==> config.mk <==
export PLATFORM = sky130hd
export DESIGN_NAME = ex_muldiv_flat
export DESIGN_NICKNAME = d
export VERILOG_FILES = /design/src/rtl/ex_muldiv_pkg.sv /design/src/rtl/ex_muldiv_if.sv /design/src/rtl/muldiv_iter.sv /design/src/rtl/ex_muldiv.sv /design/src/flat_wrapper.sv
export SDC_FILE = /design/constraint.sdc
export NUM_CORES = 1
export LEC_CHECK = 0
export CAP_MARGIN = 10
export CORE_UTILIZATION = 50
export DETAILED_ROUTE_END_ITERATION = 12
export GPL_ROUTABILITY_DRIVEN = 0
export PLACE_DENSITY_LB_ADDON = 0.05
export SLEW_MARGIN = 20
export SYNTH_ARGS = -nofsm -noshare
export SYNTH_HDL_FRONTEND = slang
export SYNTH_HIERARCHICAL = 1
export SYNTH_SLANG_ARGS = --single-unit
==> constraint.sdc <==
create_clock -name clk -period 5.4 [get_ports clk]
set_input_delay 0.54 -clock clk [delete_from_list [all_inputs] [get_ports clk]]
set_output_delay 0.54 -clock clk [all_outputs]
set_load 0.03 [all_outputs]
==> src/rtl/ex_muldiv_pkg.sv <==
// Shared constants for the EX-stage iterative multiply/divide unit:
// op encodings, FSM state codes, iteration count and small op decoders.
package ex_muldiv_pkg;

    localparam logic [1:0] OP_MULT  = 2'b00;
    localparam logic [1:0] OP_MULTU = 2'b01;
    localparam logic [1:0] OP_DIV   = 2'b10;
    localparam logic [1:0] OP_DIVU  = 2'b11;

    localparam logic [1:0] ST_IDLE = 2'd0;
    localparam logic [1:0] ST_RUN  = 2'd1;
    localparam logic [1:0] ST_FIX  = 2'd2;

    localparam int MULDIV_ITERS = 32;

    function automatic logic is_div_op(input logic [1:0] op);
        return (op == OP_DIV) || (op == OP_DIVU);
    endfunction

    function automatic logic is_signed_op(input logic [1:0] op);
        return (op == OP_MULT) || (op == OP_DIV);
    endfunction

    // Two's-complement magnitude; 32'h80000000 maps to itself, read as unsigned.
    function automatic logic [31:0] mag32(input logic [31:0] v, input logic neg);
        return neg ? (~v + 32'd1) : v;
    endfunction

endpackage

==> src/rtl/ex_muldiv_if.sv <==
// EX-stage <-> mul/div unit signal bundle. The EX stage is the master.
// Handshake: start is a one-cycle request, accepted only when busy is low and
// flush is low; done pulses for one cycle after HI/LO have been written.
interface ex_muldiv_if;
    logic        start;
    logic [1:0]  op;
    logic [31:0] src_a;
    logic [31:0] src_b;
    logic        flush;
    logic        wr_hi;
    logic        wr_lo;
    logic [31:0] wdata;
    logic [31:0] hi;
    logic [31:0] lo;
    logic        busy;
    logic        stall;
    logic        done;
    logic        div_zero;
    logic [1:0]  dbg_state;

    modport master (
        output start, op, src_a, src_b, flush, wr_hi, wr_lo, wdata,
        input  hi, lo, busy, stall, done, div_zero, dbg_state
    );

    modport slave (
        input  start, op, src_a, src_b, flush, wr_hi, wr_lo, wdata,
        output hi, lo, busy, stall, done, div_zero, dbg_state
    );
endinterface

==> src/rtl/muldiv_iter.sv <==
// Unsigned iterative datapath: radix-2 shift-add multiply or restoring divide,
// one bit per step, on a 64-bit accumulator {remainder/high, shift register}.
module muldiv_iter (
    input  logic        clk,
    input  logic        rst,
    input  logic        load,
    input  logic        step,
    input  logic        is_div,
    input  logic [31:0] a_mag,
    input  logic [31:0] b_mag,
    output logic [63:0] acc
);
    logic [63:0] acc_q;
    logic [31:0] b_q;
    logic [32:0] mul_sum;
    logic        take_sub;
    logic [31:0] rem_sub;
    logic [63:0] acc_next;

    always_comb begin
        mul_sum  = {1'b0, acc_q[63:32]} + (acc_q[0] ? {1'b0, b_q} : 33'd0);
        // The shifted partial remainder needs 33 bits; the difference always fits in 32.
        take_sub = acc_q[63:31] >= {1'b0, b_q};
        rem_sub  = acc_q[62:31] - b_q;
        if (is_div) begin
            acc_next = take_sub ? {rem_sub, acc_q[30:0], 1'b1} : {acc_q[62:0], 1'b0};
        end else begin
            acc_next = {mul_sum, acc_q[31:1]};
        end
    end

    always_ff @(posedge clk or negedge rst) begin
        if (!rst) begin
            acc_q <= 64'd0;
            b_q   <= 32'd0;
        end else if (load) begin
            acc_q <= {32'd0, a_mag};
            b_q   <= b_mag;
        end else if (step) begin
            acc_q <= acc_next;
        end
    end

    assign acc = acc_q;
endmodule

==> src/rtl/ex_muldiv.sv <==
// EX-stage multiply/divide unit: IDLE/RUN/FIX control, operand sign handling,
// architectural HI/LO with MTHI/MTLO, divide-by-zero flag, stall to the pipeline.
module ex_muldiv
    import ex_muldiv_pkg::*;
(
    input  logic         clk,
    input  logic         rst,
    ex_muldiv_if.slave   bus
);
    logic [1:0]  state;
    logic [4:0]  cnt;
    logic [1:0]  op_q;
    logic        a_neg;
    logic        b_neg;
    logic        b_zero;
    logic [31:0] hi_q;
    logic [31:0] lo_q;
    logic        done_q;
    logic        dz_q;

    logic        accept;
    logic        sgn_in;
    logic        a_neg_in;
    logic        b_neg_in;
    logic [31:0] a_mag_in;
    logic [31:0] b_mag_in;
    logic [63:0] acc;
    logic [63:0] prod_fix;
    logic [31:0] hi_fix;
    logic [31:0] lo_fix;

    assign accept   = (state == ST_IDLE) && bus.start && !bus.flush;
    assign sgn_in   = is_signed_op(bus.op);
    assign a_neg_in = sgn_in & bus.src_a[31];
    assign b_neg_in = sgn_in & bus.src_b[31];
    assign a_mag_in = mag32(bus.src_a, a_neg_in);
    assign b_mag_in = mag32(bus.src_b, b_neg_in);

    muldiv_iter u_iter (
        .clk    (clk),
        .rst    (rst),
        .load   (accept),
        .step   (state == ST_RUN),
        .is_div (is_div_op(op_q)),
        .a_mag  (a_mag_in),
        .b_mag  (b_mag_in),
        .acc    (acc)
    );

    // Quotient sign follows the operand signs; remainder follows the dividend.
    always_comb begin
        prod_fix = (a_neg ^ b_neg) ? (~acc + 64'd1) : acc;
        if (is_div_op(op_q)) begin
            hi_fix = mag32(acc[63:32], a_neg);
            lo_fix = b_zero ? 32'hFFFF_FFFF : mag32(acc[31:0], a_neg ^ b_neg);
        end else begin
            hi_fix = prod_fix[63:32];
            lo_fix = prod_fix[31:0];
        end
    end

    always_ff @(posedge clk or negedge rst) begin
        if (!rst) begin
            state  <= ST_IDLE;
            cnt    <= 5'd0;
            op_q   <= 2'b00;
            a_neg  <= 1'b0;
            b_neg  <= 1'b0;
            b_zero <= 1'b0;
            hi_q   <= 32'd0;
            lo_q   <= 32'd0;
            done_q <= 1'b0;
            dz_q   <= 1'b0;
        end else begin
            done_q <= 1'b0;
            case (state)
                ST_IDLE: begin
                    if (bus.wr_hi) hi_q <= bus.wdata;
                    if (bus.wr_lo) lo_q <= bus.wdata;
                    if (accept) begin
                        state  <= ST_RUN;
                        cnt    <= 5'd0;
                        op_q   <= bus.op;
                        a_neg  <= a_neg_in;
                        b_neg  <= b_neg_in;
                        b_zero <= (bus.src_b == 32'd0);
                        dz_q   <= 1'b0;
                    end
                end
                ST_RUN: begin
                    if (bus.flush) begin
                        state <= ST_IDLE;
                    end else begin
                        cnt <= cnt + 5'd1;
                        if (cnt == 5'(MULDIV_ITERS - 1)) state <= ST_FIX;
                    end
                end
                ST_FIX: begin
                    state <= ST_IDLE;
                    if (!bus.flush) begin
                        hi_q   <= hi_fix;
                        lo_q   <= lo_fix;
                        done_q <= 1'b1;
                        dz_q   <= is_div_op(op_q) & b_zero;
                    end
                end
                default: state <= ST_IDLE;
            endcase
        end
    end

    assign bus.hi        = hi_q;
    assign bus.lo        = lo_q;
    assign bus.busy      = (state != ST_IDLE);
    assign bus.stall     = (state != ST_IDLE);
    assign bus.done      = done_q;
    assign bus.div_zero  = dz_q;
    assign bus.dbg_state = state;
endmodule

==> src/flat_wrapper.sv <==
// flat-port wrapper written by rule: the top's interface ports become plain ports
module ex_muldiv_flat import ex_muldiv_pkg::*;
  (clk, rst, bus_start, bus_op, bus_src_a, bus_src_b, bus_flush, bus_wr_hi, bus_wr_lo, bus_wdata, bus_hi, bus_lo, bus_busy, bus_stall, bus_done, bus_div_zero, bus_dbg_state);
  ex_muldiv_if bus_i ();
  input  logic clk;
  input  logic rst;
  input wire logic [$bits(bus_i.start)-1:0] bus_start;
  input wire logic [$bits(bus_i.op)-1:0] bus_op;
  input wire logic [$bits(bus_i.src_a)-1:0] bus_src_a;
  input wire logic [$bits(bus_i.src_b)-1:0] bus_src_b;
  input wire logic [$bits(bus_i.flush)-1:0] bus_flush;
  input wire logic [$bits(bus_i.wr_hi)-1:0] bus_wr_hi;
  input wire logic [$bits(bus_i.wr_lo)-1:0] bus_wr_lo;
  input wire logic [$bits(bus_i.wdata)-1:0] bus_wdata;
  output wire logic [$bits(bus_i.hi)-1:0] bus_hi;
  output wire logic [$bits(bus_i.lo)-1:0] bus_lo;
  output wire logic [$bits(bus_i.busy)-1:0] bus_busy;
  output wire logic [$bits(bus_i.stall)-1:0] bus_stall;
  output wire logic [$bits(bus_i.done)-1:0] bus_done;
  output wire logic [$bits(bus_i.div_zero)-1:0] bus_div_zero;
  output wire logic [$bits(bus_i.dbg_state)-1:0] bus_dbg_state;
  assign bus_i.start = bus_start;
  assign bus_i.op = bus_op;
  assign bus_i.src_a = bus_src_a;
  assign bus_i.src_b = bus_src_b;
  assign bus_i.flush = bus_flush;
  assign bus_i.wr_hi = bus_wr_hi;
  assign bus_i.wr_lo = bus_wr_lo;
  assign bus_i.wdata = bus_wdata;
  assign bus_hi = bus_i.hi;
  assign bus_lo = bus_i.lo;
  assign bus_busy = bus_i.busy;
  assign bus_stall = bus_i.stall;
  assign bus_done = bus_i.done;
  assign bus_div_zero = bus_i.div_zero;
  assign bus_dbg_state = bus_i.dbg_state;
  ex_muldiv u_core (.clk(clk), .rst(rst), .bus(bus_i));
endmodule
Word level (Yosys, flattened, before mapping)
Index checks and enable logic that the tools add are counted.
Storage, ports and cells
  flip-flop bits (word level): 174
  latch bits: 0
  bits in writable memories: 0
  ROM bits: 0
  input port bits: 104
  output and inout bits: 70
  word-level logic and storage cells: 91
  memories: 0
Cells by class
  $add $sub $neg: 8
  $mul: 0
  div/mod/pow operators: 0
  order comparisons: 1
  equal/unequal tests: 12
  shifts and indexed selects: 0
  muxes and demuxes: 31
  bitwise operators: 9
  reduce and logical (&&, ||, !) cells: 18
Operators by type and width (number)
  32-bit two-way mux: 12
  64-bit two-way mux: 5
  32-bit by 1-bit adder with 32-bit output, second input constant: 4
  32-bit NOT: 4
  32-bit one-hot mux with 2 select lines: 2
  64-bit by 1-bit adder with 64-bit output, second input constant: 1
  64-bit NOT: 1
  32-bit by 33-bit adder with 33-bit output: 1
  33-bit by 32-bit greater-or-equal comparator with 1-bit output: 1
  32-bit zero test: 1
  32-bit subtractor: 1
  3-bit AND reduction: 4
  5-bit two-way mux: 2
  5-bit one-hot mux with 2 select lines: 1
  2-bit == test, second input constant: 4
  2-bit != test, second input constant: 4
  2-bit nonzero test: 4
  2-bit two-way mux: 3
  5-bit by 1-bit adder with 5-bit output, second input constant: 1
  5-bit == test, second input constant: 1
  2-bit zero test: 2
  1-bit two-way mux: 4
  2-bit one-hot mux with 2 select lines: 1
  2-bit AND reduction: 2
  other kinds (9): 13

Longest topological paths before layout
Gate-level depths: netlist (run 1).
  depth after elaboration: 7
  depth in mapped cells: 15
  mapped depth without buffers: 14

Modules after synthesis
The synthesis (run 1) kept the hierarchy.
By module, submodules not included
  muldiv_iter: instances 1, cells an instance 1051, area each 8221.6 µm², seq. area each 2402.3 µm²
  ex_muldiv: instances 1, cells an instance 829, area each 6525.0 µm², seq. area each 1926.8 µm²

Worst setup path before layout (run 1)
OpenSTA, ideal clock, no wires.
  kind: register to register
  start point: register u_core.u_iter.acc_q[0] (netlist: u_core/u_iter/acc[0])
  end point: register u_core.u_iter.acc_q[61] (netlist: u_core/u_iter/acc[61])
  library setup time: 111 ps
  arrival time: 3290 ps
  data required time: 5289 ps
  slack: 1999 ps
  stages on the path, launching flop included: 15
  path buffers: 1
  clock period less this slack: 3401 ps
  path through: dfrtp_1 -> inv_1 -> clkbuf_1 -> nor2_1 -> ha_1 -> and2b_1 -> o2111ai_1 -> a31oi_2 -> a211oi_4 -> o31ai_4 -> a2111oi_4 -> o31ai_4 -> a31oi_1 -> xor2_1 -> a2111oi_2
Between the ends
  longest elaborated chain between the ends: 5
Ends and longest elaborated chain
  from (decl): RTL line muldiv_iter.sv:13  | logic [63:0] acc_q;
  from (signal assigned): RTL line muldiv_iter.sv:37  | acc_q <= {32'd0, a_mag};
  from (signal assigned): RTL line muldiv_iter.sv:40  | acc_q <= acc_next;
  32-bit two-way mux: RTL line muldiv_iter.sv:21  | mul_sum = {1'b0, acc_q[63:32]} + (acc_q[0] ? {1'b0, b_q} : 33'd0);
  32-bit by 33-bit adder with 33-bit output: RTL line muldiv_iter.sv:21
  64-bit two-way mux: RTL line muldiv_iter.sv:25  | if (is_div) begin
  64-bit two-way mux: RTL line muldiv_iter.sv:39  | end else if (step) begin
  64-bit two-way mux: RTL line muldiv_iter.sv:36  | end else if (load) begin
No other way between the ends. The select of a mux whose other input is x is not followed.
A chain may end at the register's enable or synchronous reset.

Worst setup path after layout (run 1)
Same ends and word-level chain as after synthesis.

==> key figures, run 1 <==
Outcome
  • Run status: completed

Logic synthesis
  • Synth Instances: 1,880
  • Commonest cells in the synthesized netlist: nand2_1 (231), nor2_1 (194), o21ai_0 (194)
  • Asr flop ratio synth: between 90% and 100%
  • Sequential area share after synthesis: 29.4%
  • Distinct cells, synth: 90
  • Synth top area share: roughly 30%
  • Ys Warns: 6
  • Ys flop type: dfrtp_1
  • Synthesized cell area: about 0.015 mm2
  • Avg Inst Size Synth: 7.84 um2
  • Synth area leaders: dfrtp_1 (29%), o21ai_0 (6.6%), ha_1 (5.9%), nand2_1 (5.9%), xnor2_1 (5.4%)
  • Syn nets: 2,056
  • Top-count cell post-synth: nand2_1
  • EDFF count, synth: 0
  • #FFs+latches synth: 173
  • Synth area leader: dfrtp_1

Cells and area
  • Final cell count without fillers: around 2.4k
  • Diode count: 0
  • Nets: between 2k and 2.5k
  • Area Growth Syn to Fin: 17.1%
  • Layout Cell Area excl Fill: about 0.017 mm2
  • Filler Cells Inserted: ~2.6k
  • Layout cell share with drive strength beyond 1: a little under 5%

Clock tree
  • Root Driver: clkbuf_16
  • Clock Sinks: between 150 and 200
  • Clk_lat worst skew: between 0.4 and 0.5 ns
  • Clock-pin slew on the worst setup and hold paths: roughly 0.070 ns
  • Num CTS Buffers: 17
  • PostCTS Resize Cnt: 0
  • CTS max path bufs: 2
  • CTS H-tree depth: 4
  • Setup Fix Bufs, Post-CTS: 0
  • Hold buffers post-CTS: 0
  • CTS tree: done

Worst setup path
  • Crit path kind: register to register
  • Data arrival, critical path: between 4 and 5 ns
  • Worst path required time: 5.71 ns
  • Count of buffer and inverter cells on the critical path: 2
  • Delay-heaviest family, CP: compound AO/OA/AOI/OAI gates
  • Crit end category: register
  • Critical path, cell by cell: inv_1 > buf_4 > nor2_1 > ha_1 > and2b_1 > o2111ai_1 > a31oi_2 > a211oi_4 > o31ai_4 > a2111oi_4 > o31ai_4 > a31oi_1 > xor2_1 > a2111oi_2
  • R2r setup slk: between 1.5 and 2 ns
  • CP max-delay cell: dfrtp_1
  • Peak fanout along the critical path: 31
  • Worst path most repeated cell: o31ai_4
  • Max stage delay on crit path: 0.54 ns
  • CP Launch Type: register

STA
  • Fin Clk Skew: between 0.01 and 0.015 ns
  • Period Utilization, post-route: 71.0%
  • Relative slew slack: approximately 29%
  • Tmin final: approximately 3.8 ns
  • Final max-slew violation count: 0
  • Worst setup margin: around 1.6 ns
  • RSZ-0062 raised after global routing: false
  • Least-Margin Pin Slew: roughly 1.1 ns
  • F_max: roughly 260 MHz
  • Final Setup Violations: 0
  • Final hold slack: 0.185 ns
  • Total Neg Setup Slack: 0 ns
  • Final hold vios: 0

Route
  • Via count: approximately 15k
  • Detailed-route DRC error count: 0
  • 1st-pass router iterations: 6
  • Via density: 6.20
  • Total routed wirelength: ~47,000 um
  • Drt first-iter violations: 1,445
  • ANT nets after route: 0
  • Drt wl/cell: roughly 20 um

Floorplanning
  • Die area: just over 0.03 mm2
  • Die width: approximately 170 um
  • Starting Density: about 51%
  • I/O pin cnt: approximately 170
  • CORE AREA: about 0.029 mm2
  • FP Rows: 62
  • Die H: 174 um

Place
  • DP HPWL: ~36,000 um
  • I/O Buffers: approximately 170
  • DP Area: about 0.017 mm2
  • DP Worst Slack: 1.62 ns
  • Placed Instances: between 2k and 2.5k

Global routing
  • Initial antenna violation count: 0
  • Pin count of the biggest net entering global routing: 96
  • First-pass GRT wire length: roughly 76,000 um
  • Grt total ovfl: 0
  • Tot GR Track Use: about a third
  • Vias in the first global route: between 10k and 15k

Pwr
  • Psw: 4.29 mW
  • Sequential share of power: a little over a quarter
  • Max VDD drop: roughly 0.29 mV
  • Comb pwr share: about 59%
  • Cell Int Power: about 4.3 mW
  • Leakage power: around 7.1 nW
  • Clock share of power: 14.5%
  • Sw frac: between 40% and 50%
  • Power density cells: 499 mW/mm2

Run
  • Max Cap Viol: 0

Hold path
  • HP Class: primary input to asynchronous set/reset pin
==> path summary, 6_finish.rpt <==
path	endpoint	start	cells after the start
min in group clk	u_core/bus.lo[13]$_DFFE_PN0P_	u_core/bus.lo[13]$_DFFE_PN0P_	2
min	u_core/bus.hi[6]$_DFFE_PN0P_	rst	1
max in group asynchronous	u_core/u_iter/b_q[21]$_DFFE_PN0P_	rst	2
min reg2reg	u_core/bus.lo[13]$_DFFE_PN0P_	u_core/bus.lo[13]$_DFFE_PN0P_	2
max reg2reg	u_core/u_iter/acc[61]$_DFFE_PN0P_	u_core/u_iter/acc[0]$_DFFE_PN0P_	14
max	u_core/u_iter/acc[61]$_DFFE_PN0P_	u_core/u_iter/acc[0]$_DFFE_PN0P_	14
==> per-stage QoR <==
| step | utilization, % | total power, mW |
|---|---|---|
| 3_5_place_dp | 57.8 | 7.25 |
| 3_3_place_gp | 57.8 | 7.18 |
| 2_1_floorplan | - | 5.75 |
| 6_report | 59.8 | 8.62 |
| 4_1_cts | 59.8 | 8.52 |
| 5_1_grt | 59.8 | 9.19 |
==> power groups by stage <==
stage	clock, mW	sequential [mW]	combinational [mW]
6_report	1.25	2.30	5.07
2_1_floorplan	0	2.17	3.58
3_3_place_gp	0	2.30	4.89
5_1_grt	1.32	2.35	5.52
4_1_cts	1.27	2.28	4.96
3_5_place_dp	0	2.31	4.94
==> placed cells by master (no fill, tap or decap), types with 12 or more instances in the layout <==
master,count
nand3_1,26
ha_1,70
o21ai_0,194
a31oi_1,22
nor4_1,18
nand4_1,20
o211ai_1,16
nor3_1,49
xnor2_1,91
clkdlybuf4s50_1,172
xor2_1,82
mux2i_1,35
nor2b_1,12
buf_4,13
clkbuf_16,17
a21o_1,40
dfrtp_1,172
nor2_1,193
o22a_1,13
a211oi_1,14
a21oi_1,145
or3_1,21
nand2b_1,22
inv_1,60
o22ai_1,20
o31ai_1,25
nand2_1,231
o21a_1,13
a221oi_1,16
==> area by class of cell <==
cell class	instances	area (um2)	area share (%)
inverter	62	235	1.36
tap	384	480	2.78
sequential	173	4330	25.1
clock buffer	19	433	2.51
timing repair buffer	187	1850	10.7
multi-input combinational	1543	9780	56.7
clock inverter	13	146	0.848
==> worst reg2reg max path, stage by stage, from the launching register on <==
cell,delay (ns)
dfrtp_1,0.54
inv_1,0.11
buf_4,0.32
nor2_1,0.11
ha_1,0.33
and2b_1,0.19
o2111ai_1,0.24
a31oi_2,0.20
a211oi_4,0.35
o31ai_4,0.13
a2111oi_4,0.42
o31ai_4,0.11
a31oi_1,0.21
xor2_1,0.10
a2111oi_2,0.36
==> state kept, by name, summed over array words and instances, names as in the netlist, 2 cells and up <==
| signal | cells |
|---|---|
| u_core/bus.dbg_state | 2 |
| u_core/cnt | 5 |
| u_core/bus.lo | 32 |
| u_core/u_iter/acc | 64 |
| u_core/u_iter/b_q | 32 |
| u_core/bus.hi | 32 |
==> per-layer routing <==
metal	share of wire (%)	track usage, %	routed length, um	vias up
li1	-	-	-	6977
met1	43	42.0	20400	6995
met5	0	0	0	-
met4	3.9	13.0	1840	0
met2	46	51.1	21900	697
met3	6.8	4.25	3250	99
==> cells by family (layout without fill, tap and decap cells) <==
| family | after synthesis | after routing | share of synthesized area (%) |
|---|---|---|---|
| AND/OR/NAND/NOR | 656 | 656 | 20.9 |
| AO/OA/AOI/OAI | 601 | 601 | 26.0 |
| flip-flops | 173 | 173 | 29.4 |
| buffers and inverters | 164 | 281 | 4.50 |
| XOR/XNOR | 173 | 173 | 10.3 |
| adder cells (fa/ha/maj) | 72 | 72 | 6.21 |
| multiplexers | 41 | 41 | 2.83 |
No activity file was read; power rests on OpenSTA's default activity.
==> run 2: changes to the inputs <==
==> constraint.sdc (replaced) <==
create_clock -name clk -period 3.43 [get_ports clk]
set_input_delay 0.343 -clock clk [delete_from_list [all_inputs] [get_ports clk]]
set_output_delay 0.343 -clock clk [all_outputs]
set_load 0.03 [all_outputs]
==> run 2 against run 1 <==
Setup slack lost 1.5 ns. Clock power grew 58%. First-iteration DRC count rose by 8.4%. Sequential power rose by 39%. Final cell count is 3.4% higher. Global-route usage rose by 0.83 points. Sequential cell count stayed put. Clock skew increased by 0.0024 ns. Total power grew 67%. Critical path depth increased by 1. Worst hold slack improved by 0.28 ns. Critical endpoint is now u_core/u_iter/acc[57]$_DFFE_PN0P_. Utilization increased by 2.5 points.
==> key figures, run 2 (same netlist as run 1, synthesis figures left out) <==
Outcome
  • Run status: completed

STA
  • Final Setup Violations: 0 (unchanged)
  • Tmin final: 3.34 ns (-0.494 ns)
  • Final hold vios: 0 (unchanged)
  • Relative slew slack: 35.5% (+6.6 points)
  • F_max: 300 MHz (+15%)
  • Period Utilization, post-route: 97.3% (+26 points)
  • Fin Clk Skew: 0.0167 ns (+0.00239 ns)
  • Final max-slew violation count: 0 (unchanged)
  • Least-Margin Pin Slew: 0.966 ns (-0.0983 ns)

Route
  • Drt wl/cell: 19.9 um (about the same)
  • Detailed-route DRC error count: 0 (unchanged)
  • Total routed wirelength: 49,000 um (+3.4%)
  • Via density: 6.14 (-1.1%)
  • Drt first-iter violations: 1,567 (+8.4%)
  • 1st-pass router iterations: 6 (unchanged)
  • ANT nets after route: 0 (unchanged)
  • Via count: 15.1k (+2.4%)

Cells and area
  • Final cell count without fillers: 2,463 (+3.4%)
  • Leading cell type in the layout, fill and taps excluded: nand2_1
  • Largest register FFs: 64 (unchanged)
  • Nets: 2,242 (+3.8%)
  • Layout cell share with drive strength beyond 1: 9.24% (+4.3 points)
  • Layout Cell Area excl Fill: 0.0180 mm2 (+4.3%)
  • Filler Cells Inserted: 2,593 (-2.1%)
  • Commonest cells after routing, fill and taps aside: nand2_1 (231), nor2_1 (193), o21ai_0 (190), clkdlybuf4s50_1 (172), dfrtp_1 (171)
  • Diode count: 0 (unchanged)
  • Area Growth Syn to Fin: 22.0%

Global routing
  • Global-route track usage on met2: 51.7% (+0.67 points)
  • Tot GR Track Use: 32.3% (+0.83 points)
  • Grt total ovfl: 0 (unchanged)
  • Pin count of the biggest net entering global routing: 79 (-18%)
  • First-pass GRT wire length: 77,200 um (+2.1%)
  • Met3 GRT Util: 4.39% (+0.13 points)
  • GR Util met1: 43.6% (+1.6 points)
  • GRT busiest layer: met2
  • Vias in the first global route: 14.1k (+1.2%)
  • Initial antenna violation count: 0 (unchanged)

Worst setup path
  • Crit path kind: register to register
  • Delay-heaviest family, CP: compound AO/OA/AOI/OAI gates
  • Crit end category: register
  • Peak fanout along the critical path: 4 (-87%)
  • Worst path most repeated cell: a211oi_1
  • Max stage delay on crit path: 0.38 ns (-0.16 ns)
  • Worst path required time: 3.77 ns (-1.94 ns)
  • CP max-delay cell: dfrtp_1
  • CP Launch Type: register
  • R2r setup slk: 0.09 ns (-1.48 ns)
  • Critical path, cell by cell: and2_1 > ha_2 > inv_1 > fa_2 > and2b_2 > o2111ai_4 > a31oi_4 > a211oi_4 > o31ai_4 > buf_6 > a211oi_1 > o31ai_1 > xor2_1 > a21oi_1 > a211oi_1
  • Data arrival, critical path: 3.68 ns (-0.47 ns)
  • Count of buffer and inverter cells on the critical path: 2 (unchanged)

Clock tree
  • CTS max path bufs: 2 (unchanged)
  • Num CTS Buffers: 17 (unchanged)
  • CTS H-tree depth: 4 (unchanged)
  • Clock-pin slew on the worst setup and hold paths: 0.08 ns (about the same)
  • Root Driver: clkbuf_16
  • CTS tree: done
  • Clock Sinks: 173 (unchanged)
  • Clk_lat worst skew: 0.45 ns (about the same)

Place
  • DP Area: 0.0173 mm2 (+3.5%)
  • Placed Instances: 2,422 (+3.1%)
  • I/O Buffers: 173 (unchanged)
  • DP HPWL: 37,800 um (+4.3%)

Floorplanning
  • I/O pin cnt: 174 (unchanged)
  • FP Rows: 62 (unchanged)
  • CORE AREA: 0.0289 mm2 (unchanged)
  • Starting Density: 51.1% (unchanged)
  • Die H: 174 um (unchanged)
  • Die width: 174 um (unchanged)
  • Die area: 0.0302 mm2 (unchanged)

Pwr
  • Psw: 7.08 mW (+65%)
  • Max VDD drop: 0.441 mV (+50%)
  • Power density cells: 799 mW/mm2 (+60%)
  • Clock share of power: 13.7% (-0.8 points)
  • Sequential share of power: 22.2% (-4.5 points)
  • Sw frac: 49.2% (-0.61 points)
  • Cell Int Power: 7.30 mW (+69%)
  • Leakage power: 7.55 nW (+6.0%)
  • Comb pwr share: 64.1% (+5.3 points)

Run
  • Max Cap Viol: 0 (unchanged)

Hold path
  • HP Class: primary input to asynchronous set/reset pin
## run 2: changes by cell type in the layout (fill, tap and decap cells not counted), moves of 2 or more
cell      change
inv_8         -2
buf_12        +3
a21oi_1       -3
buf_4        +77
o21ai_1       +4
a21oi_2       +3
clkinv_8      +5
o21ai_0       -4
clkbuf_1      -2
## run 2: metal layers
layer  up-vias  share of wire, %
li1       7159                 -
met1      7152                42
met2       695                46
met3       110               7.6
met4         0               4.0
met5         -                 0
## run 2: per-stage QoR
step	utilization [%]	TNS (ns)	worst slack, ns	power, mW	hold WS (ns)
floorplan	-	0	0.0289	9.05	0.0474
global placement	59.8	0	0.0410	11.9	0.387
detailed placement	59.8	-0.0846	-0.0846	12.1	0.391
CTS	62.1	0	0.0328	14.1	0.475
global route	62.4	-0.0108	-0.0108	15.3	0.509
finish	62.4	0	0.0913	14.4	0.467
## run 2: layout make-up
| cell class | count | area [um2] | share of cell area (%) |
|---|---|---|---|
| Tap cell | 384 | 480 | 2.67 |
| Inverter | 62 | 235 | 1.31 |
| Sequential cell | 173 | 4330 | 24.1 |
| Multi-Input combinational cell | 1543 | 9840 | 54.7 |
| Clock inverter | 15 | 173 | 0.959 |
| Timing Repair Buffer | 269 | 2510 | 13.9 |
| Clock buffer | 17 | 425 | 2.36 |
## run 2: path summary, 6_finish.rpt
path                                                     end                        startpoint  depth (start not counted)
max reg2reg                u_core/u_iter/acc[57]$_DFFE_PN0P_  u_core/u_iter/acc[0]$_DFFE_PN0P_                         15
max                        u_core/u_iter/acc[57]$_DFFE_PN0P_  u_core/u_iter/acc[0]$_DFFE_PN0P_                         15
min reg2reg                     u_core/bus.hi[8]$_DFFE_PN0P_      u_core/bus.hi[8]$_DFFE_PN0P_                          2
max in group asynchronous  u_core/u_iter/b_q[15]$_DFFE_PN0P_                               rst                          3
min in group clk                  u_core/op_q[1]$_DFFE_PN0P_                         bus_op[1]                          3
min                            u_core/bus.lo[13]$_DFFE_PN0P_                               rst                          2
## run 2: timing repair
| action | 4_1_cts | 5_1_grt |
|---|---|---|
| setup buffers | 3 | 5 |
| hold buffers | 1 | 0 |
| pin swaps | 6 | 5 |
| endpoints found under the setup margin | 2 | 21 |
| endpoints found under the hold margin | 61 | 0 |
| gates resized for setup | 5 | 13 |
## run 2: worst reg2reg max path, cell delays in order (launching register included)
cell and delay [ns]:
dfrtp_1 0.38, and2_1 0.14, ha_2 0.20, inv_1 0.06, fa_2 0.35, and2b_2 0.27, o2111ai_4 0.14, a31oi_4 0.23
a211oi_4 0.11, o31ai_4 0.30, buf_6 0.16, a211oi_1 0.10, o31ai_1 0.33, xor2_1 0.18, a21oi_1 0.08, a211oi_1 0.24
## run 2: power groups by stage
stage / combinational, mW / clock, mW / sequential (mW)
2_1_floorplan: 5.63 / 0 / 3.41
3_3_place_gp: 8.71 / 0 / 3.20
3_5_place_dp: 8.84 / 0 / 3.21
4_1_cts: 8.92 / 2.01 / 3.18
5_1_grt: 9.94 / 2.07 / 3.26
6_report: 9.22 / 1.97 / 3.19
